<file path="config.mk">
export PLATFORM = sky130hd
export DESIGN_NAME = uart_mult_byte_tx
export DESIGN_NICKNAME = d
export VERILOG_FILES = /design/src/rtl/uart_pkg.sv /design/src/rtl/uart_byte_tx.sv /design/src/rtl/uart_mult_byte_tx.sv
export SDC_FILE = /design/constraint.sdc
export NUM_CORES = 1
export LEC_CHECK = 0
export CAP_MARGIN = 20
export CORE_AREA = 8 8 136 138
export CTS_BUF_LIST = sky130_fd_sc_hd__clkbuf_8
export DETAILED_ROUTE_END_ITERATION = 10
export DIE_AREA = 0 0 144 146
export GPL_ROUTABILITY_DRIVEN = 0
export GPL_TIMING_DRIVEN = 0
export PLACE_DENSITY_LB_ADDON = 0.08
export SYNTH_ARGS = -nofsm -noshare
export SYNTH_HDL_FRONTEND = slang
export SYNTH_HIERARCHICAL = 1
export SYNTH_SLANG_ARGS = --single-unit
</file>
<file path="constraint.sdc">
create_clock -name sys_clk -period 3.2 [get_ports sys_clk]
set_input_delay 0.64 -clock sys_clk [delete_from_list [all_inputs] [get_ports sys_clk]]
set_output_delay 0.64 -clock sys_clk [all_outputs]
set_load 0.01 [all_outputs]
</file>
<file path="src/rtl/uart_pkg.sv">
// Shared UART definitions for the transmit and receive paths.
//   uart_state_e  : bit-level framing FSM encoding (IDLE, START, DATA, STOP, DONE)
//   pkt_state_e   : packet sequencer encoding used by the multi-byte transmitter
//   calc_bps_cnt  : clock cycles per bit for a given clock frequency and baud rate
package uart_pkg;

   typedef enum logic [2:0] {
      StIdle,
      StStart,
      StData,
      StStop,
      StDone
   } uart_state_e;

   typedef enum logic [1:0] {
      PktIdle,
      PktSend,
      PktDone
   } pkt_state_e;

   function automatic int unsigned calc_bps_cnt(input int unsigned clk_freq,
                                                input int unsigned baud);
      return clk_freq / baud;
   endfunction

endpackage

</file>
<file path="src/rtl/uart_byte_tx.sv">
// Single-byte UART serializer: start bit 0, 8 data bits LSB first, STOP_BITS stop bits of 1.
// Ports:
//   clk, rst : clock and synchronous active-high reset
//   start    : load data and begin a frame; honoured when idle or in the final stop-bit cycle
//   data     : byte to send, sampled together with start
//   txd      : registered serial output, idle high
//   busy     : high while a frame is in progress
//   done     : high during the last cycle of the last stop bit
module uart_byte_tx
   import uart_pkg::*;
#(
   parameter int unsigned BPS_CNT   = 434,
   parameter int unsigned STOP_BITS = 1
) (
   input  logic       clk,
   input  logic       rst,
   input  logic       start,
   input  logic [7:0] data,
   output logic       txd,
   output logic       busy,
   output logic       done
);

   localparam int unsigned BW = (BPS_CNT > 1) ? $clog2(BPS_CNT) : 1;
   localparam logic [BW-1:0] BaudLast = BW'(BPS_CNT - 1);
   localparam logic [2:0] StopLast = 3'(STOP_BITS - 1);

   uart_state_e   state_q, state_d;
   logic [BW-1:0] baud_q, baud_d;
   logic [2:0]    bit_q, bit_d;      // data bit index, reused as stop-bit index
   logic [7:0]    shreg_q, shreg_d;
   logic          txd_q, txd_d;
   logic          baud_end;

   assign baud_end = (baud_q == BaudLast);
   assign done     = (state_q == StStop) && baud_end && (bit_q == StopLast);
   assign busy     = (state_q != StIdle);
   assign txd      = txd_q;

   always_ff @(posedge clk) begin
      if (rst) begin
         state_q <= StIdle;
         baud_q  <= '0;
         bit_q   <= '0;
         shreg_q <= '0;
         txd_q   <= 1'b1;
      end else begin
         state_q <= state_d;
         baud_q  <= baud_d;
         bit_q   <= bit_d;
         shreg_q <= shreg_d;
         txd_q   <= txd_d;
      end
   end

   always_comb begin
      state_d = state_q;
      baud_d  = baud_q;
      bit_d   = bit_q;
      shreg_d = shreg_q;
      txd_d   = txd_q;

      if (state_q != StIdle) begin
         baud_d = baud_end ? '0 : baud_q + 1'b1;
      end

      unique case (state_q)
         StIdle: begin
            if (start) begin
               state_d = StStart;
               shreg_d = data;
               txd_d   = 1'b0;
               baud_d  = '0;
               bit_d   = '0;
            end
         end
         StStart: begin
            if (baud_end) begin
               state_d = StData;
               txd_d   = shreg_q[0];
               bit_d   = '0;
            end
         end
         StData: begin
            if (baud_end) begin
               if (bit_q == 3'd7) begin
                  state_d = StStop;
                  txd_d   = 1'b1;
                  bit_d   = '0;
               end else begin
                  bit_d   = bit_q + 3'd1;
                  shreg_d = {1'b0, shreg_q[7:1]};
                  txd_d   = shreg_q[1];
               end
            end
         end
         StStop: begin
            if (baud_end) begin
               if (bit_q == StopLast) begin
                  // Chaining straight into the next start bit keeps frames gap-free.
                  if (start) begin
                     state_d = StStart;
                     shreg_d = data;
                     txd_d   = 1'b0;
                     bit_d   = '0;
                  end else begin
                     state_d = StIdle;
                     txd_d   = 1'b1;
                     bit_d   = '0;
                  end
               end else begin
                  bit_d = bit_q + 3'd1;
               end
            end
         end
         default: begin
            state_d = StIdle;
            txd_d   = 1'b1;
            bit_d   = '0;
            baud_d  = '0;
         end
      endcase
   end

endmodule

</file>
<file path="src/rtl/uart_mult_byte_tx.sv">
// Multi-byte UART packet transmitter: sends tx_len bytes of tx_data back to back.
// Ports:
//   sys_clk, sys_rst : clock and synchronous active-high reset
//   tx_start         : single-cycle request, sampled only while tx_busy is low
//   tx_len           : byte count, legal 1..MAX_BYTES; anything else pulses tx_err
//   tx_data          : payload, byte k at [8k+7:8k]
//   uart_txd         : serial line, idle high
//   tx_busy          : high from the first start bit through the last stop bit
//   byte_done        : one-cycle pulse right after each byte's last stop bit
//   tx_done          : one-cycle pulse after the packet; a new request may be accepted here
//   tx_err           : one-cycle pulse after a rejected request
//   tx_byte_cnt      : bytes fully sent in the current packet
module uart_mult_byte_tx
   import uart_pkg::*;
#(
   parameter int unsigned CLK_FREQ  = 50_000_000,
   parameter int unsigned UART_BPS  = 115200,
   parameter int unsigned MAX_BYTES = 12,
   parameter int unsigned STOP_BITS = 1
) (
   input  logic                   sys_clk,
   input  logic                   sys_rst,
   input  logic                   tx_start,
   input  logic [3:0]             tx_len,
   input  logic [8*MAX_BYTES-1:0] tx_data,
   output logic                   uart_txd,
   output logic                   tx_busy,
   output logic                   byte_done,
   output logic                   tx_done,
   output logic                   tx_err,
   output logic [3:0]             tx_byte_cnt
);

   localparam int unsigned BPS_CNT = calc_bps_cnt(CLK_FREQ, UART_BPS);
   localparam logic [4:0] MaxLen = 5'(MAX_BYTES);

   pkt_state_e             pkt_q, pkt_d;
   logic [3:0]             len_q, len_d;
   logic [3:0]             next_q, next_d;   // index of the next byte to hand to the serializer
   logic [3:0]             cnt_q, cnt_d;
   logic [8*MAX_BYTES-1:0] data_q, data_d;
   logic                   err_q, err_d;
   logic                   bdone_q, bdone_d;
   logic                   accept, len_ok, byte_start, byte_fin, byte_busy;
   logic [7:0]             byte_data;

   assign len_ok = (tx_len != 4'd0) && ({1'b0, tx_len} <= MaxLen);
   assign accept = tx_start && !tx_busy && !sys_rst;

   // Byte 0 goes straight from the input so its start bit appears the cycle after accept.
   assign byte_data = (pkt_q == PktSend) ? data_q[{next_q, 3'b000} +: 8] : tx_data[7:0];

   uart_byte_tx #(
      .BPS_CNT   (BPS_CNT),
      .STOP_BITS (STOP_BITS)
   ) u_byte_tx (
      .clk   (sys_clk),
      .rst   (sys_rst),
      .start (byte_start),
      .data  (byte_data),
      .txd   (uart_txd),
      .busy  (byte_busy),
      .done  (byte_fin)
   );

   // The serializer stays busy across chained bytes, so its busy is the packet busy.
   assign tx_busy     = byte_busy;
   assign tx_done     = (pkt_q == PktDone);
   assign tx_err      = err_q;
   assign byte_done   = bdone_q;
   assign tx_byte_cnt = cnt_q;

   always_ff @(posedge sys_clk) begin
      if (sys_rst) begin
         pkt_q   <= PktIdle;
         len_q   <= '0;
         next_q  <= '0;
         cnt_q   <= '0;
         data_q  <= '0;
         err_q   <= 1'b0;
         bdone_q <= 1'b0;
      end else begin
         pkt_q   <= pkt_d;
         len_q   <= len_d;
         next_q  <= next_d;
         cnt_q   <= cnt_d;
         data_q  <= data_d;
         err_q   <= err_d;
         bdone_q <= bdone_d;
      end
   end

   always_comb begin
      pkt_d      = pkt_q;
      len_d      = len_q;
      next_d     = next_q;
      cnt_d      = cnt_q;
      data_d     = data_q;
      err_d      = 1'b0;
      bdone_d    = byte_fin;
      byte_start = 1'b0;

      if (byte_fin) begin
         cnt_d = cnt_q + 4'd1;
      end

      unique case (pkt_q)
         PktIdle, PktDone: begin
            pkt_d = PktIdle;
            if (accept) begin
               if (len_ok) begin
                  pkt_d      = PktSend;
                  byte_start = 1'b1;
                  len_d      = tx_len;
                  data_d     = tx_data;
                  next_d     = 4'd1;
                  cnt_d      = '0;
               end else begin
                  err_d = 1'b1;
               end
            end
         end
         PktSend: begin
            if (byte_fin) begin
               if (next_q < len_q) begin
                  byte_start = 1'b1;
                  next_d     = next_q + 4'd1;
               end else begin
                  pkt_d = PktDone;
               end
            end
         end
         default: pkt_d = PktIdle;
      endcase
   end

endmodule

</file>
==> results of run 1 <==
cell usage after synthesis, types with 4 or more instances:
| cell | n | area, sq um |
|---|---|---|
| a2111oi_0 | 9 | 78.83 |
| a211oi_1 | 26 | 195.2 |
| a21oi_1 | 111 | 555.5 |
| a221o_1 | 8 | 80.08 |
| buf_2 | 11 | 55.05 |
| clkbuf_1 | 40 | 150.1 |
| dfxtp_1 | 135 | 2703 |
| ha_1 | 14 | 175.2 |
| inv_1 | 18 | 67.56 |
| mux2_2 | 7 | 78.83 |
| mux2i_1 | 35 | 350.3 |
| mux4_2 | 8 | 180.2 |
| nand2_1 | 215 | 807.0 |
| nand2b_1 | 5 | 31.28 |
| nand3_1 | 8 | 40.04 |
| nand4_1 | 4 | 25.02 |
| nand4b_1 | 4 | 35.03 |
| nor2_1 | 37 | 138.9 |
| nor2b_1 | 6 | 37.54 |
| nor3_1 | 5 | 25.02 |
| o21ai_0 | 8 | 40.04 |
| or4_1 | 4 | 30.03 |
worst max-delay path by stage:
stage / start / endpoint / depth (start not counted)
after floorplan: u_byte_tx/state_q[1] / u_byte_tx/shreg_q[0] / 12
after global placement: sys_rst / u_byte_tx/shreg_q[3] / 10
after detailed placement: sys_rst / u_byte_tx/shreg_q[3] / 10
after CTS: u_byte_tx/state_q[0] / data_q[77] / 10
after global routing: u_byte_tx/state_q[1] / u_byte_tx/shreg_q[2] / 12
final: next_q[0] / u_byte_tx/shreg_q[1] / 9
power by group:
part	internal (mW)	leakage, nW	switching, mW
combinational	0.557	1.56	0.718
sequential	1.84	1.10	0.0983
clock	0.829	0.211	0.679
total	3.23	2.86	1.50
critical path, delay by kind of cell (launching register included):
family                 cells  cell delay (ns)
AOI/OAI and AO/OA          4             1.26
DFF                        1             0.34
buffers and inverters      3             1.02
muxes                      2             0.35
metal layers:
layer	global-route usage [%]	up-vias	routed length (um)
met3	4.199	28	1081
met4	6.944	0	401
met1	23.82	2759	8825
met5	0	-	0
met2	28.92	167	8783
li1	-	2969	-
flip-flops by register name, indices dropped and copies added (netlist names):
name,cells
pkt_q,2
byte_done,1
u_byte_tx/state_q,2
next_q,4
len_q,4
tx_byte_cnt,4
u_byte_tx/txd,1
u_byte_tx/baud_q,9
data_q,96
u_byte_tx/bit_q,3
u_byte_tx/shreg_q,8
tx_err,1
timing repair:
action	in CTS	in global routing
buffers inserted	1	3
pin swaps	1	0
resized for setup	1	8
endpoints found under the setup margin	18	61
kinds of logic after synthesis:
kind of cell    count (synthesis)  share of synthesized area, %
simple gates                  316                         22.15
compound gates                183                         17.81
flops                         135                         42.19
buf+inv                        74                         5.058
mux                            50                         9.512
fa+ha+maj                      14                         2.734
xor+xnor                        4                        0.5470
layout make-up:
cell class | instances | share of cell area (%)
Tap cell | 220 | 3.332
Buffer | 55 | 3.074
Multi-Input combinational cell | 567 | 41.10
Timing Repair Buffer | 115 | 13.81
Inverter | 18 | 0.8178
Clock buffer | 20 | 3.332
Sequential cell | 135 | 32.71
Clock inverter | 12 | 1.817
through the flow:
stage / area [sq um] / hold WS, ns
floorplan: 6406 / 0.4246
global placement: 7792 / 0.4391
detailed placement: 7792 / 0.4456
CTS: 8225 / 0.4558
global route: 8262 / 0.4735
finish: 8262 / 0.4528
==> summary.md, run 1 <==
| Metric | Value |
|---|---|
| GRT overflow | 0 |
| Top cell by count, worst path | buf_2 |
| Startpoint types | flip-flop |
| Cts-stage hold buffer count | 0 |
| Starting Density | 39.33% |
| Fin util | 50.72% |
| All-Layer GR Usage | 18.37% |
| RSZ-0062 raised after global routing | false |
| Syn Nets | 893 |
| Max_slew headroom | 35.33% |
| Hold depth | 2 |
| Critical-path maximum fanout | 10 |
| Register area share after synthesis | 42.19% |
| Most common cell after layout, fill and taps aside | nand2_1 |
| DR WL/cell | 16.72 um |
| Worst-Skew Late Latency | 0.44 ns |
| Hold Startpoint | data_q[39] |
| Number of cells on the worst reg-to-reg path | 9 |
| Core Box Area | 16290 sq um |
| Worst-Margin Slew | 0.9679 ns |
| Most frequent cells in the layout | nand2_1 (215), dfxtp_1 (135), a21oi_1 (111), clkdlybuf4s50_1 (111), clkbuf_1 (38) |
| Die area | 21020 sq um |
| Wirelength, routed | roughly 19000 um |
| Setup TNS | 0 ns |
| Pre-CTS setup slack | -0.4986 ns |
| Hold violation total from the final report | 0 |
| Initial antenna violation count | 0 |
| # DRC | 0 |
| Die extent in y | 146 um |
| CTS root buf | clkbuf_8 |
| Largest net degree at the start of global routing | 17 |
| Max Fclk | 326.6 MHz |
| Tmin final | 3.062 ns |
| Synthesis warning total | 6 |
| Hold Crit Class | reg2reg |
| Input/output buffers | 111 |
| Final setup fails | 0 |
| Tcrit/Tclk final | 95.67% |
| Pre-antenna DRT Iters | 4 |
| Pins over their slew limit | 0 |
| Die width | 144 um |
| Setup crit end kind | flip-flop |
| R2r setup slk | 0.14 ns |
| Vias in the first global route | 6015 |
| Routed Antenna Nets | 0 |
| Layout area overhead | 28.96% |
| RR Startpoint | next_q[0] |
| MaxCap Viol Count | 0 |
| Cells after Synth | ~780 |
| CP Data Arrival Time | 3.42 ns |
| Initial DRC count | 292 |
| Async set-reset flop share out of synthesis | 0% |
| H-Tree Level Count | 4 |
| RR Endpoint | u_byte_tx/shreg_q[1] |
| Leakage power | ~2.9 nW |
| Number of instances in the placed design | 1107 |
| Avg Inst Size Synth | 8.255 sq um |
| Critical Path Max Stage Delay | between 0.7 and 0.8 ns |
| FILL cells | approximately 1600 |
| Layout Skew | 0.009347 ns |
| Peak VDD IR | 0.2774 mV |
| First-pass GRT wire length | 30360 um |
| Final HPWL DP | 14670 um |
| Cell Count, Final, Fillers Out | 1142 |
| Max Root-Sink Buffers | 2 |
| IO Count | ~110 |
| Critical path's slowest cell | a2111oi_0 |
| CTS tree | yes |
| Post-layout nets | slightly above 1000 |
| Worst Path Required | 3.56 ns |
| Share of cells above drive strength 1 | 9.328% |
| Final total power | 4.723 mW |
| Synth Cell Area | 6406 sq um |
| Count of cell types in the netlist | 60 |
| DR vias | 5923 |
| Worst Hold Endpoint | data_q[39] |
| Sink Count | between 100 and 150 |
| Vias/cell | about 5.2 |
| Footprint of the multi-input gates | 3396 sq um |
| Outcome | completed |
| FF/Latch Area | 2703 sq um |
| Site row count | 47 |
| Post-synth EDFFs | 0 |
| Ys flop type | dfxtp_1 |
| Crit path kind | reg2reg |
| Clock-pin slew on the worst setup and hold paths | roughly 0.080 ns |
| Power Dens Cells | around 570 nW/um^2 |
| Setup ws final | about 0.14 ns |
| Synth Register Bits | between 100 and 150 |
| Number of antenna diodes | 0 |
| TritonCTS buffer count | 17 |
| Cells along the critical path | buf_2, buf_2, buf_2, mux2i_1, a2111oi_0, a221o_1, mux2_2, a211oi_1, a211oi_1 |
Power figures use the tool's default switching activity.
==> run 2, diff against run 1 <==
--- a/config.mk
+++ b/config.mk
@@ -5,7 +5,7 @@
 export SDC_FILE = /design/constraint.sdc
 export NUM_CORES = 1
 export LEC_CHECK = 0
-export CAP_MARGIN = 20
+export CAP_MARGIN = 0
 export CORE_AREA = 8 8 136 138
 export CTS_BUF_LIST = sky130_fd_sc_hd__clkbuf_8
 export DETAILED_ROUTE_END_ITERATION = 10
==> results of run 2 <==
Same layout as run 1: the final DEF is identical, and so are final timing and power.
==> edit 1, RTL diff (config.mk and constraints of run 2) <==
`UART_BPS`: 115200 -> 28800.
--- a/src/rtl/uart_mult_byte_tx.sv
+++ b/src/rtl/uart_mult_byte_tx.sv
@@ -15,5 +15,5 @@
 #(
    parameter int unsigned CLK_FREQ  = 50_000_000,
-   parameter int unsigned UART_BPS  = 115200,
+   parameter int unsigned UART_BPS  = 28800,
    parameter int unsigned MAX_BYTES = 12,
    parameter int unsigned STOP_BITS = 1
Behaviour: same outputs for any inputs over 10 cycles, from zero or initial values and one cycle with sys_rst high; that may be too few to reach the edited logic, so the function may still have changed.
==> edit 1 against run 2 <==
  * Sequential cell count is 2 higher
  * Critical path depth is 1 higher
  * Count of clock-buffer cells in the layout stayed put
  * Routed wire length is 3.2% higher
  * Highest routed layer unchanged
  * Maximum frequency is 2.1% lower
  * Worst hold slack better by 0.0028 ns
  * Design area is 1.6% higher
  * Power is 0.24% higher
  * Largest cell class unchanged
  * Area after synthesis is 1.7% higher
  * Setup slack worse by 0.065 ns
==> edit 1: results (changes against run 2) <==
Worst Tran Pin Value=1.07 ns (was 0.968 ns); Largest regs=data_q x96, u_byte_tx/baud_q x11, u_byte_tx/shreg_q x8 (was data_q x96, u_byte_tx/baud_q x9, u_byte_tx/shreg_q x8); CTS Buf Count=17 (unchanged); Sequential Power Share=41.3% (was 41.1%); Peak supply drop=0.000262 V (was 0.000277 V); CTS max path bufs=2 (unchanged); drt first pass iters=5 (was 4); Critical R2R Launch=next_q[0]$_SDFFE_PP0P_ (unchanged); Yosys top cell by area=dfxtp_1 (unchanged); Leak Pwr=0.00287 uW (was 0.00286 uW); postcts setup bufs=1 (unchanged); Synth area leaders=dfxtp_1, nand2_1, a21oi_1 (unchanged); total number of vias=6110 (was 5923); Reg2Reg Setup Slack=0.07 ns (was 0.14 ns); sequential cell area fraction in the yosys report=42.1% (was 42.2%); clock skew=0.00997 ns (was 0.00935 ns); CTS Root Cell=clkbuf_8 (unchanged); # resized after CTS=5 (was 1); share of total power in combinational logic=25.1% (was 27.0%); dpl cell area=0.00790 mm^2 (was 0.00779 mm^2); top post-synthesis cells by count=nand2_1, dfxtp_1, a21oi_1 (unchanged); R2R Path End=u_byte_tx/shreg_q[2]$_SDFFE_PP0P_ (was u_byte_tx/shreg_q[1]$_SDFFE_PP0P_); Final Slew Violations=0 (unchanged); Net Sw Frac=30.8% (was 31.7%); status=finished, final reports clean (unchanged); first-pass GRT wire length=31000 um (was 30400 um); Fin Hold WS=0.456 ns (was 0.453 ns); Starting DRT DRC Count=382 (was 292); Synth Warn #=6 (unchanged); initial antenna violation count=0 (unchanged); DP Wirelength=14700 um (about the same); Unique masters post-synth=57 (was 60); fin nets=1045 (was 1026); Worst Path Max Fanout=10 (unchanged); WS Path Type=flop to flop (unchanged); syn_nets=912 (was 893); diode count=0 (unchanged); vias in the first global route=6139 (was 6015); Routed WL=19700 um (was 19100 um); Crit path arrival time=3.50 ns (was 3.42 ns); Clk Latency, worst-skew pair=0.45 ns; worst r2r path cells=10 (was 9); Post-synth ARST share=0% (unchanged); worst hold path startpoint=data_q[39]$_SDFFE_PP0P_ (unchanged); IO buf count=111 (unchanged); share of cells above drive strength 1=9.02% (was 9.33%); Hold/Removal Path Class=flop to flop (unchanged); Tot GR Track Use=18.8% (was 18.4%)
==> edit 1: changes by cell type after synthesis, moves of 5 or more <==
cell	run 2	this run
o21ai_0	8	16
mux2i_1	35	41
a211oi_1	26	9
nand2_1	215	220
mux2_2	7	0
buf_2	11	16
a21oi_1	111	122
a211oi_2	0	7
==> edit 1: worst max-delay path: stages (launching register included) <==
cell and delay, ns:
dfxtp_1 0.35, buf_2 0.28, buf_2 0.40, buf_2 0.35
mux2i_1 0.22, a2111oi_0 0.82, a221o_1 0.21, mux2i_1 0.07
o21ai_0 0.08, a21oi_1 0.07, a211oi_2 0.20
==> edit 1: routing by layer <==
metal	GRT usage (%)	share of wire, %
met4	6.31	1.4
met1	23.5	46
met3	4.30	5.1
met5	0	0
met2	30.9	48
==> edit 1: through the flow <==
step,total power (uW),util [%],setup WS [ns],cells
2_1_floorplan,2730,-,0.220,796
5_1_grt,4980,51.5,0.0314,1162
3_5_place_dp,3160,48.5,-0.890,1127
4_1_cts,4760,51.4,0.0140,1160
3_3_place_gp,3130,48.5,-0.882,1127
6_report,4730,51.5,0.0731,1162
==> edit 1: layout make-up <==
type | instances | area [um^2]
Fill cell | 1570 | 7900
Multi-Input combinational cell | 584 | 3470
Sequential cell | 137 | 2740
Timing Repair Buffer | 114 | 1140
Clock buffer | 20 | 275
Tap cell | 220 | 275
Buffer | 57 | 253
Clock inverter | 12 | 171
Inverter | 18 | 70.1
==> edit 1: cell families (layout without fill, tap and decap cells) <==
kind of cell | after synthesis | after routing | synth area share (%)
simple gates | 319 | 319 | 21.5
compound gates | 197 | 197 | 19.1
flops | 137 | 137 | 42.1
buf+inv | 75 | 221 | 4.86
mux | 49 | 49 | 9.06
fa+ha+maj | 13 | 13 | 2.50
xor+xnor | 6 | 6 | 0.807
==> edit 2, RTL diff (config.mk and constraints of run 2) <==
Without the edit above. The output `byte_done` loses its register stage (`bdone_q` becomes a continuous assignment).
--- a/src/rtl/uart_mult_byte_tx.sv
+++ b/src/rtl/uart_mult_byte_tx.sv
@@ -79,5 +79,4 @@
          data_q  <= '0;
          err_q   <= 1'b0;
-         bdone_q <= 1'b0;
       end else begin
          pkt_q   <= pkt_d;
@@ -87,7 +86,8 @@
          data_q  <= data_d;
          err_q   <= err_d;
-         bdone_q <= bdone_d;
       end
    end
+
+   assign bdone_q = bdone_d;
 
    always_comb begin
Function: same outputs for any inputs over 10 cycles, from zero or initial values and one cycle with sys_rst high; that may be too few to reach the edited logic, so the function may still have changed.
==> edit 2 against run 2 <==
  * Area after synthesis is 1.7% higher
  * Setup slack worse by 0.043 ns
  * Design area is 2.0% higher
  * Sequential cell count is 1 lower
  * Die area stayed put
  * Power is 2.6% lower
  * Routed wire length is 4.1% higher
  * Synthesized cell count is 1.7% higher
  * Highest routed layer unchanged
==> edit 2: results (changes against run 2) <==
status=finished, final reports clean (unchanged); worst r2r path cells=13 (was 9); dpl cell area=0.00790 mm^2 (was 0.00779 mm^2); share of cells above drive strength 1=12.3% (was 9.33%); comb_multi_in=576 (was 567); DP Wirelength=14900 um (was 14700 um); mux contribution to synthesized area=9.35% (was 9.51%); Layout Cells excl Fill=1160 (was 1142); synthesis-to-layout area growth=29.4% (was 29.0%); CLK BUF=22 (was 20); postcts setup bufs=0 (was 1); Non-Clock Buffer Area Fraction=18.2% (was 16.9%); clk sinks=134 (was 135); syn_nets=906 (was 893); sequential cell area fraction in the yosys report=41.2% (was 42.2%); clock skew=0.0107 ns (was 0.00935 ns); Peak supply drop=0.000290 V (was 0.000277 V); fill count=1569 (was 1553); Fin Hold WS=0.454 ns (was 0.453 ns); Seq. cell area=0.00269 mm^2 (was 0.00270 mm^2); Post-Syn Area=0.00651 mm^2 (was 0.00641 mm^2); top post-synthesis cells by count=nand2_1, dfxtp_1, a21oi_1 (unchanged); drt first pass iters=7 (was 4); minimum clock period=3.10 ns (was 3.06 ns); Crit path arrival time=3.46 ns (was 3.42 ns); Non-CTS buffers=179 (was 170); # resized after CTS=11 (was 1); first-pass GRT wire length=31500 um (was 30400 um); Placement Setup Slack=-0.561 ns (was -0.499 ns)
## edit 2: cell count changes after synthesis, sizes merged, moves of 2 or more
cell / delta
nor2: -12
a221o: -8
clkbuf: -15
o31ai: +8
a2111oi: -8
buf: +19
or4b: -2
a22oi: +9
o21ai: +10
nand2: +6
## edit 2: worst paths after layout
| check | start | endpoint |
|---|---|---|
| min reg2reg | data_q[80]$_SDFFE_PP0P_ | data_q[80]$_SDFFE_PP0P_ |
| max reg2reg | u_byte_tx/state_q[0]$_SDFFE_PP0P_ | u_byte_tx/shreg_q[5]$_SDFFE_PP0P_ |
| max | u_byte_tx/state_q[0]$_SDFFE_PP0P_ | u_byte_tx/shreg_q[5]$_SDFFE_PP0P_ |
| min | data_q[80]$_SDFFE_PP0P_ | data_q[80]$_SDFFE_PP0P_ |
## edit 2: worst max-delay path: stages, from the launching register on
cell	delay [ns]
dfxtp_2	0.35
inv_2	0.08
ha_4	0.19
clkinvlp_4	0.14
or4b_4	0.58
or3_1	0.32
buf_4	0.18
buf_6	0.17
nand2_8	0.09
nor3b_4	0.23
o211ai_4	0.12
a21o_1	0.18
buf_6	0.14
a211oi_1	0.24
## edit 2: layer usage
| layer | part of all wire (%) | wire length (um) | GRT usage [%] | vias to the layer above |
|---|---|---|---|---|
| met4 | 1.6 | 316 | 6.42 | 0 |
| met2 | 46 | 9070 | 28.9 | 183 |
| met5 | 0 | 0 | 0 | - |
| met3 | 6.1 | 1210 | 4.82 | 24 |
| met1 | 47 | 9270 | 25.6 | 2872 |
| li1 | - | - | - | 3019 |
## edit 2: report_power, final
part / internal [uW] / switching (uW) / leakage (uW)
clock network: 626 / 657 / 0.000186
registers: 1830 / 96.1 / 0.00109
logic: 638 / 755 / 0.00164
total: 3090 / 1510 / 0.00291
